[src/rtl/wgt_ctrl_pkg.sv]
// Shared definitions for the weight-load controller.
//   wgt_ld_state_e : load sequencer states
//   NUM_ROW/TAPS/AW/DW : default kernel geometry and memory widths
//   NWGT           : bytes fetched per kernel load
//   idx_w()        : index width for a counter of n values (never below 1)
package wgt_ctrl_pkg;

    localparam int NUM_ROW = 3;
    localparam int TAPS    = 3;
    localparam int AW      = 12;
    localparam int DW      = 8;
    localparam int NWGT    = NUM_ROW * TAPS;

    typedef enum logic [1:0] {
        IDLE  = 2'd0,
        FETCH = 2'd1,
        DRAIN = 2'd2,
        DONE  = 2'd3
    } wgt_ld_state_e;

    function automatic int idx_w(input int n);
        return (n > 1) ? $clog2(n) : 1;
    endfunction

endpackage

[src/rtl/wgt_idx_cnt.sv]
// Nested tap/row index counter for the issue side of the weight loader.
// The tap index runs 0..TAPS-1 and carries into the row index 0..NUM_ROW-1,
// so the row of weight k is available without dividing k by TAPS.
//   clk, rstn : clock, asynchronous active-low reset
//   clr       : return to (row 0, tap 0); has priority over inc
//   inc       : advance one weight
//   row       : current row index
//   last      : current index is the final weight of the kernel
module wgt_idx_cnt
    import wgt_ctrl_pkg::*;
#(
    parameter int NUM_ROW = wgt_ctrl_pkg::NUM_ROW,
    parameter int TAPS    = wgt_ctrl_pkg::TAPS,
    parameter int RW      = idx_w(NUM_ROW)
) (
    input  logic          clk,
    input  logic          rstn,
    input  logic          clr,
    input  logic          inc,
    output logic [RW-1:0] row,
    output logic          last
);

    localparam int TW = idx_w(TAPS);

    logic [TW-1:0] tap_q, tap_d;
    logic [RW-1:0] row_q, row_d;
    logic          tap_wrap;

    assign tap_wrap = (tap_q == TW'(TAPS - 1));

    always_comb begin
        tap_d = tap_q;
        row_d = row_q;
        if (clr) begin
            tap_d = '0;
            row_d = '0;
        end else if (inc) begin
            if (tap_wrap) begin
                tap_d = '0;
                row_d = (row_q == RW'(NUM_ROW - 1)) ? '0 : row_q + RW'(1);
            end else begin
                tap_d = tap_q + TW'(1);
            end
        end
    end

    always_ff @(posedge clk or negedge rstn) begin
        if (!rstn) begin
            tap_q <= '0;
            row_q <= '0;
        end else begin
            tap_q <= tap_d;
            row_q <= row_d;
        end
    end

    assign row  = row_q;
    assign last = tap_wrap && (row_q == RW'(NUM_ROW - 1));

endmodule

[src/rtl/wgt_load_ctrl.sv]
// Weight-load controller: on a start pulse, fetches a NUM_ROW x TAPS kernel
// from the weight SRAM (req/gnt port, read data one cycle after accept) and
// steers each returned byte into its row's shift register file through a
// one-hot shift enable.
//   clk, rstn            : clock, asynchronous active-low reset
//   start, base_addr     : begin a load at base_addr (accepted only in IDLE)
//   abort                : drop the current load, back to IDLE next cycle
//   mem_req/addr/gnt     : SRAM read request port
//   mem_rdata            : SRAM read data
//   wgt_data             : weight byte broadcast to all rows (= mem_rdata)
//   wgt_read             : one-hot row shift enable
//   busy, done           : load in progress / load complete pulse
module wgt_load_ctrl
    import wgt_ctrl_pkg::*;
#(
    parameter int NUM_ROW = wgt_ctrl_pkg::NUM_ROW,
    parameter int TAPS    = wgt_ctrl_pkg::TAPS,
    parameter int AW      = wgt_ctrl_pkg::AW,
    parameter int DW      = wgt_ctrl_pkg::DW
) (
    input  logic               clk,
    input  logic               rstn,
    input  logic               start,
    input  logic [AW-1:0]      base_addr,
    input  logic               abort,
    output logic               mem_req,
    output logic [AW-1:0]      mem_addr,
    input  logic               mem_gnt,
    input  logic [DW-1:0]      mem_rdata,
    output logic [DW-1:0]      wgt_data,
    output logic [NUM_ROW-1:0] wgt_read,
    output logic               busy,
    output logic               done
);

    localparam int RW = idx_w(NUM_ROW);

    wgt_ld_state_e      state_q, state_d;
    logic               mem_req_q, mem_req_d;
    logic [AW-1:0]      mem_addr_q, mem_addr_d;
    logic [NUM_ROW-1:0] wgt_read_q, wgt_read_d;
    logic               busy_q, busy_d;
    logic               done_q, done_d;

    logic               cnt_clr, cnt_inc, cnt_last;
    logic [RW-1:0]      cnt_row;
    logic [NUM_ROW-1:0] row_hot;
    logic               accept;

    wgt_idx_cnt #(
        .NUM_ROW (NUM_ROW),
        .TAPS    (TAPS),
        .RW      (RW)
    ) u_idx_cnt (
        .clk  (clk),
        .rstn (rstn),
        .clr  (cnt_clr),
        .inc  (cnt_inc),
        .row  (cnt_row),
        .last (cnt_last)
    );

    // Row index of the address being issued, decoded one-hot.
    for (genvar gi = 0; gi < NUM_ROW; gi++) begin : g_row_hot
        assign row_hot[gi] = (cnt_row == RW'(gi));
    end

    // mem_req is only ever high in FETCH, so this is the address accept.
    assign accept = mem_req_q & mem_gnt;

    always_comb begin
        state_d    = state_q;
        mem_req_d  = mem_req_q;
        mem_addr_d = mem_addr_q;
        wgt_read_d = '0;
        busy_d     = busy_q;
        done_d     = 1'b0;
        cnt_clr    = 1'b0;
        cnt_inc    = 1'b0;

        case (state_q)
            IDLE: begin
                if (start) begin
                    state_d    = FETCH;
                    mem_req_d  = 1'b1;
                    mem_addr_d = base_addr;
                    busy_d     = 1'b1;
                    cnt_clr    = 1'b1;
                end
            end
            FETCH: begin
                if (accept) begin
                    cnt_inc    = 1'b1;
                    // Data returns next cycle; the registered one-hot lines up with it.
                    wgt_read_d = row_hot;
                    mem_addr_d = mem_addr_q + AW'(1);
                    if (cnt_last) begin
                        state_d   = DRAIN;
                        mem_req_d = 1'b0;
                    end
                end
            end
            DRAIN: begin
                // The final byte is being shifted in during this cycle.
                state_d = DONE;
                busy_d  = 1'b0;
                done_d  = 1'b1;
            end
            DONE: begin
                state_d = IDLE;
            end
            default: begin
                state_d = IDLE;
            end
        endcase

        // Abort overrides everything, including a start in IDLE and any
        // return still in flight.
        if (abort) begin
            state_d    = IDLE;
            mem_req_d  = 1'b0;
            wgt_read_d = '0;
            busy_d     = 1'b0;
            done_d     = 1'b0;
            cnt_clr    = 1'b1;
            cnt_inc    = 1'b0;
        end
    end

    always_ff @(posedge clk or negedge rstn) begin
        if (!rstn) begin
            state_q    <= IDLE;
            mem_req_q  <= 1'b0;
            mem_addr_q <= '0;
            wgt_read_q <= '0;
            busy_q     <= 1'b0;
            done_q     <= 1'b0;
        end else begin
            state_q    <= state_d;
            mem_req_q  <= mem_req_d;
            mem_addr_q <= mem_addr_d;
            wgt_read_q <= wgt_read_d;
            busy_q     <= busy_d;
            done_q     <= done_d;
        end
    end

    assign mem_req  = mem_req_q;
    assign mem_addr = mem_addr_q;
    assign wgt_read = wgt_read_q;
    assign busy     = busy_q;
    assign done     = done_q;
    assign wgt_data = mem_rdata;

endmodule

[config.mk]
export PLATFORM = sky130hd
export DESIGN_NAME = wgt_load_ctrl
export DESIGN_NICKNAME = d
export VERILOG_FILES = /design/src/rtl/wgt_ctrl_pkg.sv /design/src/rtl/wgt_idx_cnt.sv /design/src/rtl/wgt_load_ctrl.sv
export SDC_FILE = /design/constraint.sdc
export NUM_CORES = 1
export LEC_CHECK = 0
export CORE_MARGIN = 2
export CORE_UTILIZATION = 30
export DETAILED_ROUTE_END_ITERATION = 8
export DONT_BUFFER_PORTS = 1
export PLACE_DENSITY = 0.46
export SLEW_MARGIN = 20
export SYNTH_ARGS = -nofsm -noshare
export SYNTH_HDL_FRONTEND = slang
export SYNTH_SLANG_ARGS = --single-unit
[constraint.sdc]
create_clock -name clk -period 1.5 [get_ports clk]
set_input_delay 0.15 -clock clk [delete_from_list [all_inputs] [get_ports clk]]
set_output_delay 0.15 -clock clk [all_outputs]
set_load 0.02 [all_outputs]
==> results.ini <==
[synth]
yosysWarnings=0
synth_top_area_share_pct=40.7
synth_area_um2=1470
avgSynthCellArea_um2=9.39
synth_area_leaders=dfrtp_1 41%, buf_4 4.6%, mux2i_1 4.1%
mappedNetlistNets=186
yosysTopAreaCell=dfrtp_1
ys_seq_area_share_pct=40.7
synth_seq_cells=24
synth_cell_type_count=39
synth_cells=157

[sta]
slew_violations=0
tightest_slew_ps=450
fin_crit_sh_pct=107
period_needed_ps=1600
final-setup-viol-count=15
fmax_ghz=0.624
setup_ws_ps=-104
slew_headroom_pct=69.9
finalSetupTns_ps=-922
hold_viol_final=0
rsz0062_at_grt=true
skew_ps=3.61

[worst_setup_path]
crit_arrival_ps=1800
critPathMaxFanout=8
slowest_delay_ps=440
slowest_stage=dfrtp_1
worstPathRequired_ps=1700
reg2reg_depth=7
cp-start-kind=flop
critPathTopFamily=buffers and inverters
crit_type=flop to flop
crit_buf_inv=4
setup.worst_path.end_class=flop
worst-path-stages=7
timing.critical_path.cells=ha_4, buf_4, buf_8, o211a_4, buf_6, buf_12, a2bb2oi_1

[clock_tree]
clock_latency_ps=270
numCtsBuffers=3
cts_sinks=24
clockBufferDepth=2
cts_tree=done
clkTransAtPathRegs_ps=90
htreeDepth=1
root_buffer=clkbuf_8

[floorplan]
die_height_um=74.1
io_pins=51
core_um2=4720
die_area_um2=5490
rows=25
floorplan.initialDensity_pct=31.2
die_width_um=74.1

[routing]
dr_wl_met3_um=197
drtAntennaViolNets=0
num_vias=1298
via_per_inst=5.15
wl_met1_um=1710
initialDrtViolationCount=58
dr.pass1.iters=4
drc=0
routedWlPerCell_um=15.0
routed_wl_um=3770
top_layer=met4
wl_met2_um=1830

[status]
failed_checks=setup timing
status=finished, violations left

[placed_design]
hpwl_um=2840
place.gp.congestion=0.822
placed_area_um2=1760
dp_slack_ps=-163
port_buffers=0

[power_and_ir_drop]
p_leak_nw=0.869
total_power_w=0.00439
p_switching_w=0.00180
ir_drop_mv=0.696
intPower_w=0.00259
p_sw_share_pct=41.1
power_frac_seq_pct=26.5
p_per_area_nw_per_um2=2150
power_frac_comb_pct=60.2
clockPowerShare_pct=13.2

[finish]
stdcell_area_um2=2040
nets=215
final_util_pct=43.3
synthToLayoutAreaGrowth_pct=38.6
num_antenna_cells=0
drive_gt1_share_pct=42.2

[global_route]
antenna_found_initial=0
track_usage_pct=13.9
grt_pass1_vias=1211
grt_max_degree=25
grt_overflow_total=0
grt_pass1_wl_um=5920

[run]
drv_cap=0

[hold_path]
hold_depth=1
hp-class=input port to flop

[Yosys cell counts, drive strengths merged]
master,n
dfrtp,24
nand2,16
buf,13
nor2,12
a21oi,11
nand3,8
o21ai,7
a2bb2oi,6
inv,6
mux2i,6
ha,4
nor3b,4
o22ai,4
a221o,3
and3,3
clkbuf,3
nand2b,3
nand4,3
nor2b,3
nor3,3
nor4,2
a21bo,1
a32oi,1
and2b,1
and4,1
and4bb,1
mux2,1
nand4b,1
o211a,1
o211ai,1
o21bai,1
o2bb2ai,1
o41ai,1
or2,1
[worst register-to-register path, delay by kind of cell, from the launching register on]
family	cells	cell delay (ps)
adders and majority gates	1	200
buffers and inverters	4	510
DFF	1	440
AOI/OAI and AO/OA	2	390
[placed cells by master, fill, tap and decap left out, drive strengths merged, types with 6 or more instances in the layout]
cell type / netlist / final
a2bb2oi: 6 / 6
inv: 6 / 6
a21oi: 11 / 11
nand2: 16 / 16
dfrtp: 24 / 24
nor2: 12 / 12
mux2i: 6 / 6
o21ai: 7 / 7
buf: 13 / 38
nand3: 8 / 8
[final timing paths]
check | start | slack, ps | endpoint
max in group asynchronous | rstn | 1040 | mem_addr[1]$_DFFE_PN0P_
min reg2reg | u_idx_cnt.row[0]$_DFFE_PN0P_ | 540 | wgt_read[0]$_DFF_PN0_
max | state_q[0]$_DFFE_PN0P_ | -100 | mem_addr[5]$_DFFE_PN0P_
min in group asynchronous | rstn | 300 | mem_addr[4]$_DFFE_PN0P_
min | base_addr[6] | 20 | mem_addr[6]$_DFFE_PN0P_
max reg2reg | state_q[0]$_DFFE_PN0P_ | -100 | mem_addr[5]$_DFFE_PN0P_
[metal layers]
metal | GRT usage, % | up-vias
li1 | - | 619
met1 | 18.8 | 642
met2 | 22.7 | 31
met5 | 0 | -
met3 | 3.12 | 6
met4 | 3.43 | 0
[power by group through the flow]
stage                     clock network [W]  registers (W)  logic [W]
after global routing               0.000620        0.00120    0.00289
final                              0.000580        0.00117    0.00264
after detailed placement                  0        0.00117    0.00224
after global placement                    0        0.00117    0.00221
after CTS                          0.000594        0.00116    0.00235
after floorplan                           0        0.00135    0.00129
[kinds of logic (layout without fill, tap and decap cells)]
group / count (synthesis) / after routing / share of synthesized area [%]
adders and majority gates: 4 / 4 / 3.40
DFF: 24 / 24 / 40.7
AOI/OAI and AO/OA: 38 / 38 / 17.6
muxes: 7 / 7 / 5.09
and+or+nand+nor: 62 / 62 / 24.1
buffers and inverters: 22 / 50 / 9.08
[cell type report]
type                       count  area, µm²
clock inverter                 1       30.0
tap                           67       83.8
multi-input combinational    111        900
inverter                       6       22.5
clock buffer                   3       41.3
sequential                    24        604
timing repair buffer          40        362
fill                         464       2680
[flip-flops by register name, indices dropped and copies added, names as in the netlist]
register / cells
u_idx_cnt.tap_q: 2
wgt_read: 3
done: 1
state_q: 2
u_idx_cnt.row: 2
mem_addr: 12
mem_req: 1
busy: 1
[per-stage QoR]
stage	cells	hold WS [ps]
CTS	248	19.0
finish	252	22.3
global placement	240	-145
floorplan	157	-146
detailed placement	240	-145
global route	252	19.1
[what timing repair did]
| action | CTS | global route |
|---|---|---|
| cloned | 0 | 0 |
| endpoints found under the hold margin | 28 | 0 |
| hold buffers | 3 | 0 |
| setup endpoints to repair | 17 | 19 |
| setup buffers | 1 | 4 |
| resized for setup | 5 | 24 |
| pin swaps | 1 | 2 |
Note: power is estimated with default switching activity, not from simulation.
